<file path="src/rtl/motor_pwm_gen.sv">
`default_nettype none
// ============================================================================
// Module      : motor_pwm_gen
// Description : H-bridge PWM generator for one motor channel. Samples the
//               interpolated duty/dir stream once per PWM period. Generates
//               edge-aligned PWM on the forward (pwm_a) or reverse (pwm_b)
//               leg and handles short-brake. Optional dead time is inserted
//               on reversal and on brake release.
// Options     : MOTOR_PWM_DEADTIME_EN - when defined, enables the DEAD state.
// Revision    : 1.0 - initial release
// ============================================================================
module motor_pwm_gen #(
    parameter int DUTY_W   = 8,
    parameter int CNT_W    = 8,
    parameter int DEAD_CYC = 32
) (
    input  logic              clk,
    input  logic              rst,
    input  logic              enable,
    input  logic              brake,
    input  logic [DUTY_W-1:0] duty,
    input  logic              dir,
    output logic              pwm_a,
    output logic              pwm_b,
    output logic              period_start,
    output logic [DUTY_W-1:0] duty_q
);

    // Dead counter holds DEAD_CYC-1 down to 0, one value per dead cycle.
    localparam int              c_DEAD_W  = (DEAD_CYC > 1) ? $clog2(DEAD_CYC) : 1;
    localparam logic [CNT_W-1:0] c_CNT_MAX = '1;

    typedef enum logic [1:0] {
        S_OFF   = 2'd0,
        S_RUN   = 2'd1,
        S_DEAD  = 2'd2,
        S_BRAKE = 2'd3
    } state_t;

    state_t              r_state;
    logic [CNT_W-1:0]    r_cnt;
    logic [DUTY_W-1:0]   r_duty_q;
    logic                r_dir_q;
    logic [c_DEAD_W-1:0] r_dead_cnt;
    logic                r_pwm_a;
    logic                r_pwm_b;
    logic                r_period_start;

    state_t              w_nxt_state;
    logic [CNT_W-1:0]    w_nxt_cnt;
    logic [DUTY_W-1:0]   w_nxt_duty;
    logic                w_nxt_dir;
    logic [c_DEAD_W-1:0] w_nxt_dead;
    logic [CNT_W-1:0]    w_thr;
    logic                w_active;
    logic                w_nxt_pwm_a;
    logic                w_nxt_pwm_b;
    logic                w_nxt_period_start;

    // Next-state decision: ~enable overrides everything, then brake, then
    // normal period sequencing. duty/dir are only loaded at period boundaries,
    // on leaving OFF and on brake release.
    always_comb begin
        w_nxt_state = r_state;
        w_nxt_cnt   = r_cnt;
        w_nxt_duty  = r_duty_q;
        w_nxt_dir   = r_dir_q;
        w_nxt_dead  = r_dead_cnt;

        if (!enable) begin
            w_nxt_state = S_OFF;
            w_nxt_cnt   = '0;
            w_nxt_dead  = '0;
        end else begin
            case (r_state)
                S_OFF: begin
                    // brake is ignored here; the bridge starts running first
                    w_nxt_state = S_RUN;
                    w_nxt_cnt   = '0;
                    w_nxt_duty  = duty;
                    w_nxt_dir   = dir;
                end

                S_RUN: begin
                    if (brake) begin
                        w_nxt_state = S_BRAKE;
                        w_nxt_cnt   = '0;
                    end else if (r_cnt == c_CNT_MAX) begin
                        w_nxt_cnt  = '0;
                        w_nxt_duty = duty;
                        w_nxt_dir  = dir;
`ifdef MOTOR_PWM_DEADTIME_EN
                        // reversal: both legs off before the other leg fires
                        if (dir != r_dir_q) begin
                            w_nxt_state = S_DEAD;
                            w_nxt_dead  = c_DEAD_W'(DEAD_CYC - 1);
                        end
`endif
                    end else begin
                        w_nxt_cnt = r_cnt + 1'b1;
                    end
                end

                S_DEAD: begin
                    w_nxt_cnt = '0;
                    if (brake) begin
                        w_nxt_state = S_BRAKE;
                    end else if (r_dead_cnt == '0) begin
                        w_nxt_state = S_RUN;
                    end else begin
                        w_nxt_dead = r_dead_cnt - 1'b1;
                    end
                end

                S_BRAKE: begin
                    w_nxt_cnt = '0;
                    if (!brake) begin
                        w_nxt_duty = duty;
                        w_nxt_dir  = dir;
`ifdef MOTOR_PWM_DEADTIME_EN
                        w_nxt_state = S_DEAD;
                        w_nxt_dead  = c_DEAD_W'(DEAD_CYC - 1);
`else
                        w_nxt_state = S_RUN;
`endif
                    end
                end

                default: begin
                    w_nxt_state = S_OFF;
                    w_nxt_cnt   = '0;
                end
            endcase
        end
    end

    // Compare threshold: MSB-aligned duty, whatever the relative widths.
    generate
        if (DUTY_W >= CNT_W) begin : g_thr_trunc
            assign w_thr = w_nxt_duty[DUTY_W-1 -: CNT_W];
        end else begin : g_thr_pad
            assign w_thr = {w_nxt_duty, {(CNT_W - DUTY_W){1'b0}}};
        end
    endgenerate

    // Output decode from the next state, so registered outputs line up with the
    // counter value of the cycle they are visible in.
    always_comb begin
        w_active           = (w_nxt_cnt < w_thr) || (w_nxt_duty == {DUTY_W{1'b1}});
        w_nxt_pwm_a        = 1'b0;
        w_nxt_pwm_b        = 1'b0;
        w_nxt_period_start = 1'b0;
        case (w_nxt_state)
            S_RUN: begin
                w_nxt_pwm_a        = w_active & ~w_nxt_dir;
                w_nxt_pwm_b        = w_active &  w_nxt_dir;
                w_nxt_period_start = (w_nxt_cnt == '0);
            end
            S_BRAKE: begin
                w_nxt_pwm_a = 1'b1;
                w_nxt_pwm_b = 1'b1;
            end
            default: begin
                w_nxt_pwm_a = 1'b0;
                w_nxt_pwm_b = 1'b0;
            end
        endcase
    end

    // State, counters and registered outputs.
    always_ff @(posedge clk) begin
        if (rst) begin
            r_state        <= S_OFF;
            r_cnt          <= '0;
            r_duty_q       <= '0;
            r_dir_q        <= 1'b0;
            r_dead_cnt     <= '0;
            r_pwm_a        <= 1'b0;
            r_pwm_b        <= 1'b0;
            r_period_start <= 1'b0;
        end else begin
            r_state        <= w_nxt_state;
            r_cnt          <= w_nxt_cnt;
            r_duty_q       <= w_nxt_duty;
            r_dir_q        <= w_nxt_dir;
            r_dead_cnt     <= w_nxt_dead;
            r_pwm_a        <= w_nxt_pwm_a;
            r_pwm_b        <= w_nxt_pwm_b;
            r_period_start <= w_nxt_period_start;
        end
    end

    assign pwm_a        = r_pwm_a;
    assign pwm_b        = r_pwm_b;
    assign period_start = r_period_start;
    assign duty_q       = r_duty_q;

endmodule
`default_nettype wire

</file>
<file path="config.mk">
export PLATFORM = sky130hd
export DESIGN_NAME = motor_pwm_gen
export DESIGN_NICKNAME = d
export VERILOG_FILES = /design/src/rtl/motor_pwm_gen.sv
export SDC_FILE = /design/constraint.sdc
export NUM_CORES = 1
export LEC_CHECK = 0
export BUFFER_PORTS_ARGS = -buffer_cell sky130_fd_sc_hd__buf_2
export CORE_UTILIZATION = 58
export CTS_BUF_LIST = sky130_fd_sc_hd__clkbuf_4
export DETAILED_ROUTE_END_ITERATION = 7
export PLACE_DENSITY = 0.81
export SLEW_MARGIN = 10
export SYNTH_ARGS = -nofsm -noshare
export SYNTH_HDL_FRONTEND = slang
export SYNTH_SLANG_ARGS = --single-unit
</file>
<file path="constraint.sdc">
create_clock -name clk -period 4.4 [get_ports clk]
set_clock_uncertainty 0.05 [all_clocks]
set_input_delay 0.88 -clock clk [delete_from_list [all_inputs] [get_ports clk]]
set_output_delay 0.88 -clock clk [all_outputs]
set_load 0.05 [all_outputs]
</file>
[Word-level counts from Yosys, hierarchy flattened]
Cells that the tools add are included.
Storage, ports and cells
  flip-flop bits (word level): 27
  output and inout bits: 11
  word-level logic and storage cells: 55
Operators by class
  add/sub/neg operators: 2
  magnitude comparators: 1
  equal/unequal tests: 7
  multiplexer cells: 22
  bitwise operators: 7
  reduce and logical (&&, ||, !) cells: 8
Operators by type and width (number)
  2-to-1 mux 8 bit: 7
  case mux 8 bit (3 select lines): 1
  == test 8 bit, second input constant: 2
  case mux 8 bit (2 select lines): 1
  2-to-1 mux 2 bit: 5
  adder 8 x 1 -> 8 bit, second input constant: 1
  zero test 8 bit: 1
  less-than comparator 8 bit: 1
  case mux 2 bit (4 select lines): 1
  == test 2 bit, second input constant: 3
  zero test 5 bit: 1
  inverter 1 bit: 5
  subtractor 5 x 1 -> 5 bit, second input constant: 1
  == test 2 x 1 -> 1 bit, second input constant: 2
  2-to-1 mux 1 bit: 4
  case mux 1 bit (2 select lines): 2
  OR reduction 2 bit: 2
  case mux 1 bit (3 select lines): 1
  AND reduction 3 bit: 1
  OR reduction 3 bit: 1
  bitwise AND 1 bit: 2
  zero test 2 bit: 1
  logical OR 1 bit: 1

[Logic depth before layout (Yosys ltp)]
  depth after elaboration: 9
  mapped depth: 13
  depth with buffers taken out: 13

[Worst setup path before layout]
OpenSTA, ideal clock, no wires.
  path type: input-to-reg
  start: input brake
  end: register r_pwm_a (netlist: pwm_a)
  setup time: 0.070 ns
  arrival: 3.488 ns
  required time: 4.280 ns
  slack: 0.793 ns
  cell stages on the path: 11
  cell sequence: buf_4 nand2b_1 or4_4 nand2_4 mux2i_1 ha_1 o21a_1 a221o_1 a2111oi_0 a211oi_1 a21oi_1
Between the ends
  longest elaborated chain between the ends: 7
  elaborated cells on any way between the ends: 24
  classes of those cells: order compare: 1; eq/ne: 3; mux: 17; bitwise: 2; reduce/logical: 1
Ends and longest elaborated chain
  start: declaration: RTL line 20  | input logic brake,
  2-to-1 mux 8 bit, on equally long branches: RTL line 117, 85
  case mux 8 bit (3 select lines) / case mux 8 bit (2 select lines) (equally long branches): RTL line 75  | case (r_state)
  2-to-1 mux 8 bit: RTL line 70  | if (!enable) begin
  less-than comparator 8 bit / == test 8 bit (equally long branches): RTL line 149  | w_active = (w_nxt_cnt < w_thr) || (w_nxt_duty == {DUTY_W{1'b1}});
  logical OR 1 bit: RTL line 149
  bitwise AND 1 bit: RTL line 155  | w_nxt_pwm_a = w_active & ~w_nxt_dir;
  case mux 1 bit (2 select lines) (*): RTL line 153  | case (w_nxt_state)
  end signal: assignment: RTL line 187  | r_pwm_a <= w_nxt_pwm_a;
  end: declaration: RTL line 45  | logic r_pwm_a;
Mark *: on every way between the ends. The rest lies on a longest branch, timed or not.
A chain may end at the register's enable or synchronous reset.

[Final worst setup path]
  start: register r_cnt[0]
  end: register r_pwm_a (netlist: pwm_a)
Between the ends
  longest elaborated chain between the ends: 9
  elaborated cells on any way between the ends: 20
  classes of those cells: add/sub: 1; order compare: 1; eq/ne: 2; mux: 13; bitwise: 2; reduce/logical: 1
Ends and longest elaborated chain
  start: declaration: RTL line 41  | logic [CNT_W-1:0] r_cnt;
  start signal: assignment: RTL line 183  | r_cnt <= w_nxt_cnt;
  adder 8 x 1 -> 8 bit / == test 8 bit (equally long branches): RTL line 100, 88
  2-to-1 mux 8 bit: RTL line 88  | end else if (r_cnt == c_CNT_MAX) begin
  2-to-1 mux 8 bit: RTL line 85  | if (brake) begin
  case mux 8 bit (2 select lines) / case mux 8 bit (3 select lines) (equally long branches): RTL line 75
  2-to-1 mux 8 bit: RTL line 70
  less-than comparator 8 bit / == test 8 bit (equally long branches): RTL line 149
  logical OR 1 bit: RTL line 149
  bitwise AND 1 bit (*): RTL line 155
  case mux 1 bit (2 select lines) (*): RTL line 153
Marks and branches as above.

==> summary.txt <==
Floorplan
  • Core area: 2500 sq um
  • Die boundary width: 53.56 um
  • Initial Utilization: 0.6166
  • Row cnt: 18
  • Die Y: 53.56 um
  • IO Pins: 24
  • Die area: 2868 sq um

Place
  • Placed insts: 227
  • DP HPWL: 2589 um
  • IO Port Bufs: 23
  • Routability cong.: 0.8439
  • Cell area after placement: 1662 sq um

Detailed routing
  • Initial DRC Count: 35
  • Total number of vias: 1,379
  • Routed wire length: 3304 um
  • Antenna-violating nets left: 0
  • DR vias/cell: 5.970
  • Top layer in use: met4
  • WL/cell: 14.30 um
  • Routed wire length on met2: 1561 um
  • Wire length on met3: 185 um
  • Pre-Repair DR Iteration Count: 4
  • Met1 wire length: 1494 um
  • Remaining DRCs: 0

GRT
  • Vias in the first global route: 1,195
  • Total gr overflow: 0
  • GRT Overall Usage: 0.2507
  • Antenna violations before repair: 0
  • First-pass GRT wire length: 5175 um
  • Largest net degree at the start of global routing: 19

Cells and area
  • Layout area overhead: 9.740%
  • Area of the multi-input gates: 915.9 sq um
  • Most common cell after layout, fill and taps aside: dfxtp_1
  • N_diodes: 0
  • Final nets: 223
  • Filler Cell Count: 209
  • Final Cell Area: 1692 sq um
  • Commonest non-fill, non-tap cells in the layout: dfxtp_1, nor2_1, buf_2
  • Layout cells sized above 1: 0.1841
  • Non-Filler Instances: 231
  • Reg area: 540.5 sq um

Yosys
  • Synthesized instance count: 180
  • Syn nets: 201
  • XOR/XNOR share of the synthesized area: 0.04545
  • Cell taking the most area after synthesis: dfxtp_1
  • Top FF cell, synth: dfxtp_1
  • Largest family of logic cells by synthesized area: simple AND/OR/NAND/NOR gates
  • Post-Synth Adder-Cell Area: 0.06494
  • Number of synthesized flops with an enable pin: 0
  • Post-synthesis compound-gate area fraction: 0.1550
  • Synth Area in Simple Gates: 0.2768
  • Post-Syn Area: 1541 sq um
  • Synth warn: 0
  • Post-synth cell types: 47
  • Register bit total from synthesis: 27
  • Post-synthesis mux area share: 0.05195
  • Top cells by area, synth: dfxtp_1, ha_1, nor2_1, mux2i_1, a21oi_1
  • Asr flop ratio synth: 0
  • Post-Syn Area per Cell: 8.564 sq um
  • Sequential area share after synthesis: 0.3506
  • Yosys top cell area share: 0.3506

Pwr
  • Combinational power share: 0.184
  • P_leak: 0.0007568 uW
  • Psw: 142.8 uW
  • VDD IR max: 0.2468 mV
  • Clk network pwr share: 0.251
  • Sequential share of power: 0.564
  • P per Cell Area: 271.1 nW/um^2
  • P_int: 315.8 uW
  • Net Sw Frac: 0.3113

Clock network
  • Root Buffer Master: clkbuf_4
  • CTS max path bufs: 2
  • CTS sink cnt: 27
  • Total CTS buffers: 3
  • H-tree levels: 1
  • Post-cts repair resize count: 0
  • TritonCTS clock tree: built
  • Clk pin slew, worst setup/hold paths: 0.15 ns
  • Clock Latency Late Sink: 0.35 ns
  • Post-CTS Hold Fix Bufs: 0
  • Post-CTS Setup Bufs: 0

Critical path
  • CP required: 4.65 ns
  • Critical path class: flip-flop to flip-flop
  • CP Capture Type: flip-flop
  • Crit Path Max Fanout: 8
  • Setup crit start kind: flip-flop
  • Critical Path AT: 3.74 ns

Job
  • Max_cap viols: 0

Worst hold path
  • Worst min path class: flip-flop to flip-flop

Run status
  • Status: complete, no violations

STA
  • Slew @ Worst Pin: 0.7235 ns
  • Pins Over Slew Limit: 0
  • Slew headroom: 0.5137
  • Final setup vio count: 0
  • Fmax: 286.1 MHz
  • RSZ-0062 raised after global routing: false
  • Final hold vios: 0
  • Final period utilization: 0.7945
  • Setup TNS Final: 0 ns
  • Final Hold Slack: 0.3920 ns
  • Period minus WS final: 3.496 ns
-- critical path: stages, from the launching register on --
cell and delay, ns:
dfxtp_1 0.43, ha_1 0.22, nand3_1 0.27, or4_4 0.55, nand2_4 0.15, mux2i_1 0.25
ha_1 0.27, and4_1 0.22, a221o_1 0.33, a2111oi_0 0.42, a211oi_1 0.16, a21oi_1 0.14
-- synthesized netlist by cell type (2+ instances only) --
cell	n
a211o_1	2
a211oi_1	2
a21boi_0	2
a21oi_1	11
a31oi_1	2
and4_1	2
buf_2	2
buf_4	3
clkbuf_1	2
dfxtp_1	27
ha_1	8
inv_1	12
mux2i_1	8
nand2_1	9
nand2b_1	6
nand3_1	6
nand4_1	3
nor2_1	26
nor2b_1	2
nor3_1	7
nor4_1	2
o21a_1	2
o21ai_0	4
xnor2_1	2
xor2_1	6
-- registers in the layout (all words and copies together) (netlist names) --
name	count
r_dir_q	1
period_start	1
duty_q	8
r_cnt	8
pwm_a	1
r_dead_cnt	5
pwm_b	1
r_state	2
-- per-layer routing --
metal / track usage / vias up
li1: - / 684
met1: 0.3102 / 640
met2: 0.4375 / 48
met3: 0.02542 / 7
met4: 0.1096 / 0
met5: 0 / -
-- power by group through the flow --
stage / Clock [uW] / Combinational, uW / Sequential [uW]
5_1_grt: 123 / 91.1 / 260
3_5_place_dp: 0 / 83.9 / 264
4_1_cts: 114 / 84.5 / 259
3_3_place_gp: 0 / 81.9 / 264
2_1_floorplan: 0 / 42.0 / 284
6_report: 115 / 84.6 / 259
-- through the flow --
step                  util  power (uW)  worst slack [ns]
finish              0.6767       458.5            0.9043
global route        0.6767       473.9            0.5542
CTS                 0.6767       457.4            0.8893
detailed placement  0.6647       348.0            0.5377
global placement    0.6647       345.6            0.6168
floorplan                -       326.4            0.7927
-- final timing paths --
path / startpoint / to / slack [ns] / depth (start not counted)
min: r_dead_cnt[4]$_SDFFE_PP0P_ / r_dead_cnt[4]$_SDFFE_PP0P_ / 0.39 / 2
max reg2reg: r_cnt[0]$_SDFF_PP0_ / pwm_a$_SDFF_PP0_ / 0.90 / 11
max: r_cnt[0]$_SDFF_PP0_ / pwm_a$_SDFF_PP0_ / 0.90 / 11
min reg2reg: r_dead_cnt[4]$_SDFFE_PP0P_ / r_dead_cnt[4]$_SDFFE_PP0P_ / 0.39 / 2
-- cell families after synthesis --
group                      after synthesis
AOI/OAI and AO/OA                       35
xor gates and xnor gates                 8
adders and majority gates                8
buffers and inverters                   19
DFF                                     27
muxes                                    8
and+or+nand+nor                         75
-- final cells by class --
class | instances | area share
Clock buffer | 3 | 0.01331
Clock inverter | 1 | 0.004438
Inverter | 12 | 0.02663
Multi-Input combinational cell | 134 | 0.5414
Sequential cell | 27 | 0.3195
Tap cell | 30 | 0.02219
Timing Repair Buffer | 24 | 0.07249
Note: power is estimated with default switching activity, not from simulation.
